===== config.mk =====
export PLATFORM = sky130hd
export DESIGN_NAME = fetch_unit
export DESIGN_NICKNAME = d
export VERILOG_FILES = /design/src/rtl/fetch_unit.sv
export SDC_FILE = /design/constraint.sdc
export NUM_CORES = 1
export LEC_CHECK = 0
export CAP_MARGIN = 40
export CORE_ASPECT_RATIO = 1.25
export CORE_MARGIN = 2
export CORE_UTILIZATION = 48
export CTS_CLUSTER_SIZE = 40
export DETAILED_ROUTE_END_ITERATION = 8
export GPL_TIMING_DRIVEN = 1
export PLACE_DENSITY = 0.93
export SLEW_MARGIN = 10
export SYNTH_ARGS = -nofsm -noshare
export SYNTH_HDL_FRONTEND = slang
export SYNTH_SLANG_ARGS = --single-unit

===== constraint.sdc =====
create_clock -name clk -period 4.3 [get_ports clk]
set_clock_uncertainty 0.1 [all_clocks]
set_input_delay 0.86 -clock clk [delete_from_list [all_inputs] [get_ports clk]]
set_output_delay 0.86 -clock clk [all_outputs]
set_load 0.01 [all_outputs]

===== src/rtl/fetch_unit.sv =====
// fetch_unit: instruction-fetch stage feeding a 1-cycle-latency instruction memory.
//
// Owns the PC. It issues a byte address every cycle. When decode stalls, it
// re-issues the stalled address so the memory returns the same word again. It
// redirects on a taken branch or jump, stops on HALT_INSTR and counts accepted
// fetches.
//
// Ports
//   clk            clock, all state on posedge
//   rstn           asynchronous active-low reset
//   imem_addr      byte address presented to instruction memory
//   imem_rdata     word for the address presented in the previous cycle
//   stall          decode cannot take the current output
//   redirect_valid taken branch/jump from execute (highest priority)
//   redirect_pc    redirect target (low two bits ignored)
//   if_valid       if_pc/if_instr carry a real instruction
//   if_pc          address of if_instr
//   if_instr       fetched instruction (memory pass-through)
//   halted         fetch stopped on HALT_INSTR
//   fetch_count    number of accepted fetches (wraps)
module fetch_unit #(
  parameter logic [31:0] RESET_PC   = 32'h0000_0000,
  parameter logic [31:0] HALT_INSTR = 32'hFFFF_FFFF
) (
  input  logic        clk,
  input  logic        rstn,
  output logic [31:0] imem_addr,
  input  logic [31:0] imem_rdata,
  input  logic        stall,
  input  logic        redirect_valid,
  input  logic [31:0] redirect_pc,
  output logic        if_valid,
  output logic [31:0] if_pc,
  output logic [31:0] if_instr,
  output logic        halted,
  output logic [31:0] fetch_count
);

  typedef enum logic [0:0] {StRun, StHalted} state_e;

  state_e      state_q, state_d;
  logic [31:0] pc_f_q, pc_f_d;    // next address to issue
  logic [31:0] pc_d_q, pc_d_d;    // address whose word is on imem_rdata
  logic        d_valid_q, d_valid_d;
  logic [31:0] count_q, count_d;

  logic        accept;
  logic [31:0] issue_pc;

  assign if_valid    = d_valid_q & (state_q == StRun);
  assign if_pc       = pc_d_q;
  assign if_instr    = imem_rdata;
  assign halted      = (state_q == StHalted);
  assign fetch_count = count_q;

  assign accept = if_valid & ~stall & ~redirect_valid;

  // A stalled valid word is replayed because the memory has no read enable.
  assign issue_pc  = (if_valid & stall) ? pc_d_q : pc_f_q;
  assign imem_addr = (state_q == StHalted) ? pc_f_q : issue_pc;

  always_comb begin
    state_d   = state_q;
    pc_f_d    = pc_f_q;
    pc_d_d    = pc_d_q;
    d_valid_d = d_valid_q;
    count_d   = count_q;

    if (accept) begin
      count_d = count_q + 32'd1;
    end

    if (redirect_valid) begin
      // The word fetched this cycle is killed; the target is issued next cycle.
      state_d   = StRun;
      pc_f_d    = redirect_pc & ~32'h3;
      pc_d_d    = imem_addr;
      d_valid_d = 1'b0;
    end else if (state_q == StHalted) begin
      // Frozen until a redirect or reset.
    end else if (accept && (imem_rdata == HALT_INSTR)) begin
      state_d   = StHalted;
      pc_f_d    = pc_d_q + 32'd4;
      d_valid_d = 1'b0;
    end else begin
      pc_d_d    = issue_pc;
      pc_f_d    = issue_pc + 32'd4;
      d_valid_d = 1'b1;
    end
  end

  always_ff @(posedge clk or negedge rstn) begin
    if (!rstn) begin
      state_q   <= StRun;
      pc_f_q    <= RESET_PC;
      pc_d_q    <= RESET_PC;
      d_valid_q <= 1'b0;
      count_q   <= 32'd0;
    end else begin
      state_q   <= state_d;
      pc_f_q    <= pc_f_d;
      pc_d_q    <= pc_d_d;
      d_valid_q <= d_valid_d;
      count_q   <= count_d;
    end
  end

endmodule


Yosys cells after proc, flatten, opt, wreduce, memory -nomap -nowiden. Cells that the tools add are included.

Flip-flop bits (word level): 98. Output and inout port bits: 130. Word-level logic and storage cells: 34.

Add/subtract/negate cells: 3. Eq/ne operators: 3. Muxes and demuxes: 14. Bitwise logic cells: 7. Reduce and logical (&&, ||, !) cells: 2.

Operators with widths (number): two-way mux 32 bit (8); adder 32 x 3 -> 32 bit (second input constant) (2); adder 32 x 1 -> 32 bit (second input constant) (1); equality test 32 bit (second input constant) (1); two-way mux 1 bit (6); bitwise AND 1 bit (4); inequality test 2 bit (second input constant) (2); NOT 1 bit (3); AND reduction 2 bit (1); logical AND 1 bit (1).

Logic depth before layout (Yosys ltp).
Depth in word-level cells: 8. Depth in mapped cells: 18.

Worst setup path after synthesis. No wires, ideal clock.

Path kind: in2reg. Start point: input stall. End point: register pc_f_q[30]. Data arrival time: 4.060 ns. Path slack: 0.010 ns. Stages on the path: 17. Buffers on the path: 5. Cells stage by stage: and3b_1 buf_2 buf_6 buf_2 buf_2 clkbuf_1 mux2i_1 a21oi_1 ha_1 nand4_1 nor3_1 nand3_1 nor3_1 o211ai_1 xor2_1 mux2i_1 o21ai_1.

Cells in the longest elaborated chain, start to end: 7. Elaborated cells on any way between the ends: 10. Those cells by class: add/sub (1); mux (4); bitwise (4); reduce/logical (1).

RTL lines: start: declaration (line 29) `input logic stall,`; parallel branches: the longest is 4 deep, another holds adder 32 x 3 -> 32 bit; two-way mux 32 bit * (line 81) `end else if (accept && (imem_rdata == HALT_INSTR)) begin`; two-way mux 32 bit * (line 79) `end else if (state_q == StHalted) begin`; two-way mux 32 bit * (line 73) `if (redirect_valid) begin`; end signal: assignment (line 101) `pc_f_q <= pc_f_d;`; end: declaration (line 42) `logic [31:0] pc_f_q, pc_f_d;`.

Every way passes the cells marked *. The select of a mux whose other input is x is not followed. A chain may end at the register's enable or synchronous reset.

Worst setup path after layout.
Start point: input redirect_valid. End point: register pc_f_q[24].

Cells in the longest elaborated chain, start to end: 6. Elaborated cells on any way between the ends: 7. Those cells by class: eq/ne (1); mux (3); bitwise (2); reduce/logical (1).

RTL lines: start: declaration (line 30) `input logic redirect_valid,`; NOT 1 bit (line 56) `assign accept = if_valid & ~stall & ~redirect_valid;`; bitwise AND 1 bit (line 56); logical AND 1 bit (line 81); two-way mux 32 bit (line 81); two-way mux 32 bit (line 79); two-way mux 32 bit (line 73).

Parallel ways exist; a longest one is shown, timed or not. The select of a mux whose other input is x is not followed.

==> results by group <==
Global routing
  • Congestion Overflow GR: 0
  • Number of global-route vias before repair: roughly 6000
  • Total GRT Usage: a little over a quarter
  • First-pass GRT wire length: between 30000 and 40000 um
  • Pin count of the biggest net entering global routing: 43
  • Initial antenna violation count: 0

Detailed routing
  • Vias per cell: 5.72
  • Drc violations: 0
  • DR WL/cell: about 17 um
  • ANT nets after route: 0
  • DR iter-0 viols: 553
  • Routed wire length: just under 20000 um
  • First-pass iteration count of the detailed router: 5
  • DR vias: 6311

Setup path
  • Slack of the worst reg-to-reg path: 0.71 ns
  • CP startpoint kind: primary input
  • Reg2Reg Depth: 13
  • Largest fanout on the critical path: 5
  • Crit. End Element: flop
  • CP Class: in -> reg
  • Worst Path Arrival: 4.35 ns
  • Critical Path End: pc_f_q[24]$_DFFE_PN0P_
  • Reg2reg end: pc_f_q[24]$_DFFE_PN0P_
  • Worst EP required: roughly 4.4 ns
  • Setup crit start: redirect_valid
  • FF-to-FF Start: halted$_DFF_PN0_

STA
  • Worst-Margin Slew: 0.884 ns
  • Slew Limit Fails: 0
  • Unrepaired setup endpoints after global routing: false
  • Final Cycle Share: 97.9%
  • Slew HR: around 41%
  • Fmax: 238 MHz
  • Fin Setup TNS: 0 ns
  • Final min period: approximately 4.2 ns
  • Hold Violations, Final: 0
  • Setup-failing EPs final: 0

Final layout
  • Fin nets: 997
  • Commonest cells after routing, fill and taps aside: 194 x clkdlybuf4s50_1, 98 x dfrtp_1, 96 x nand2_1, 73 x nor2_1
  • # diodes: 0
  • Share of cells above drive strength 1: 10.1%
  • Commonest non-fill, non-tap cell in the layout: clkdlybuf4s50_1
  • Area growth, synth to finish: 38.0%

Placed design
  • GPL Wtd Cong: 0.940
  • IO Port Bufs: between 150 and 200
  • Dpl hpwl: 14200 um

Clock tree
  • Worst skew pair latency: 0.36 ns
  • Reg clk slew, reported paths: 0.07 ns
  • H-tree levels: 3
  • Clk root buf: clkbuf_16
  • Clk sinks: 98
  • Post-CTS Setup Bufs: 0
  • TritonCTS buffer count: 9
  • CTS tree: done
  • Max clock buf depth: 2

Pwr
  • Final Total Pwr: 2.85 mW
  • VDD IR-drop max: 0.000165 V
  • Leakage power: approximately 3.7 nW
  • Cell area power density: roughly 320 nW/um^2

Synthesis
  • Syn Inst Count: 749
  • Synth Net Count: between 800 and 900
  • Predominant post-synthesis flop cell: dfrtp_1
  • Mapped cell area: 6410 um^2
  • Flops & latches, synth: 98
  • Post-synthesis sequential area ratio: 38.3%
  • Yosys cell types: 62
  • Yosys warns: 0
  • Async SR Flop Fraction: 100%
  • Syn_area_per_cell: about 8.6 um^2
  • Number of flops mapped to enable cells by yosys: 0

Die
  • Die ar.: 14300 um^2
  • Rows: 47
  • Initial Util: roughly half
  • CORE AREA: approximately 13000 um^2
  • Die height: 133 um
  • Die width: 107 um
  • # IOs: 198

Worst hold path
  • Hold Crit Class: reg -> reg
  • Hold path startpoint: fetch_count[31]$_DFFE_PN0P_

Run status
  • Status: complete, no violations

Job
  • Max Cap Violations: 0
[sequential cells by signal, indices dropped and copies added (netlist names)]
name	cells
halted	1
if_pc	32
pc_f_q	32
fetch_count	32
d_valid_q	1
[synth_stat cells (all sizes together) (3+ instances only)]
master	count	area [um^2]
buf	50	364
and3	15	93.8
nor4	6	43.8
xnor2	45	394
o211ai	4	30.0
inv	29	109
or2	3	18.8
nand2	96	360
o22ai	9	56.3
a22oi	6	45.0
nand4	24	150
mux2	14	158
o31ai	5	37.5
nor2	75	284
dfrtp	98	2450
o21ai	48	252
clkbuf	19	71.3
xor2	15	131
a21oi	46	230
and2	3	18.8
a31oi	3	18.8
nand3	41	228
mux2i	42	437
nor3	21	131
[critical path, cell delays in order]
cell	delay, ns
clkdlybuf4s50_1	0.50
or4b_1	0.58
nor3_4	0.17
nand3_2	0.19
a21oi_2	0.21
ha_1	0.21
nand4_1	0.27
mux2_2	0.38
nor3_1	0.19
o2111ai_1	0.16
o21ai_1	0.14
nand3_1	0.11
mux2i_1	0.13
a221o_1	0.25
[final cells by class]
type	count	area, um^2
Timing Repair Buffer	236	2300
Clock inverter	6	71.3
Sequential cell	98	2450
Clock buffer	10	239
Fill cell	1016	4270
Tap cell	171	214
Inverter	29	109
Multi-Input combinational cell	553	3450
[layer usage]
metal  track usage [%]  wire length [um]  vias to the layer above
li1                  -                 -                     2936
met1              35.2              7770                     3015
met2              45.4              9520                      304
met3              4.11              1280                       56
met4              10.7               652                        0
met5                 0                 0                        -
[report_power, final]
group / internal, mW / switching, mW
combinational: 0.449 / 0.372
clock: 0.472 / 0.378
sequential: 1.02 / 0.159
[stage by stage]
step	hold WS, ns	instances	util, %	setup slack [ns]	area (um^2)
4_1_cts	0.385	1103	67.2	0.0246	8810
6_report	0.375	1103	67.4	0.0911	8840
3_3_place_gp	0.356	1086	64.6	-0.240	8470
5_1_grt	0.405	1103	67.4	0.00174	8840
3_5_place_dp	0.376	1087	64.8	-0.377	8500
2_1_floorplan	0.375	749	-	0.00976	6410
[cell families (layout without fill, tap and decap cells)]
group	Yosys count	count (layout)	share of synthesized area, %
simple gates	298	298	22.7
compound gates	137	137	12.7
flops	98	98	38.3
buf+inv	98	281	8.50
xor+xnor	60	60	8.20
mux	56	56	9.28
fa+ha+maj	2	2	0.391
[how the worst min path moves through the flow]
stage	end	cells past startpoint	slack (ns)
floorplan	pc_f_q[24]$_DFFE_PN0P_	1	0.37
global placement	fetch_count[31]$_DFFE_PN0P_	1	0.36
detailed placement	fetch_count[31]$_DFFE_PN0P_	1	0.38
CTS	fetch_count[4]$_DFFE_PN0P_	1	0.39
global route	fetch_count[22]$_DFFE_PN0P_	1	0.41
finish	fetch_count[31]$_DFFE_PN0P_	1	0.38
[repair_timing]
action | 4_1_cts | 5_1_grt
endpoints found under the setup margin | 1 | 5
hold buffers | 0 | 0
gates resized for setup | 1 | 6
pin swaps | 0 | 0
Note: power is estimated with default switching activity, not from simulation.
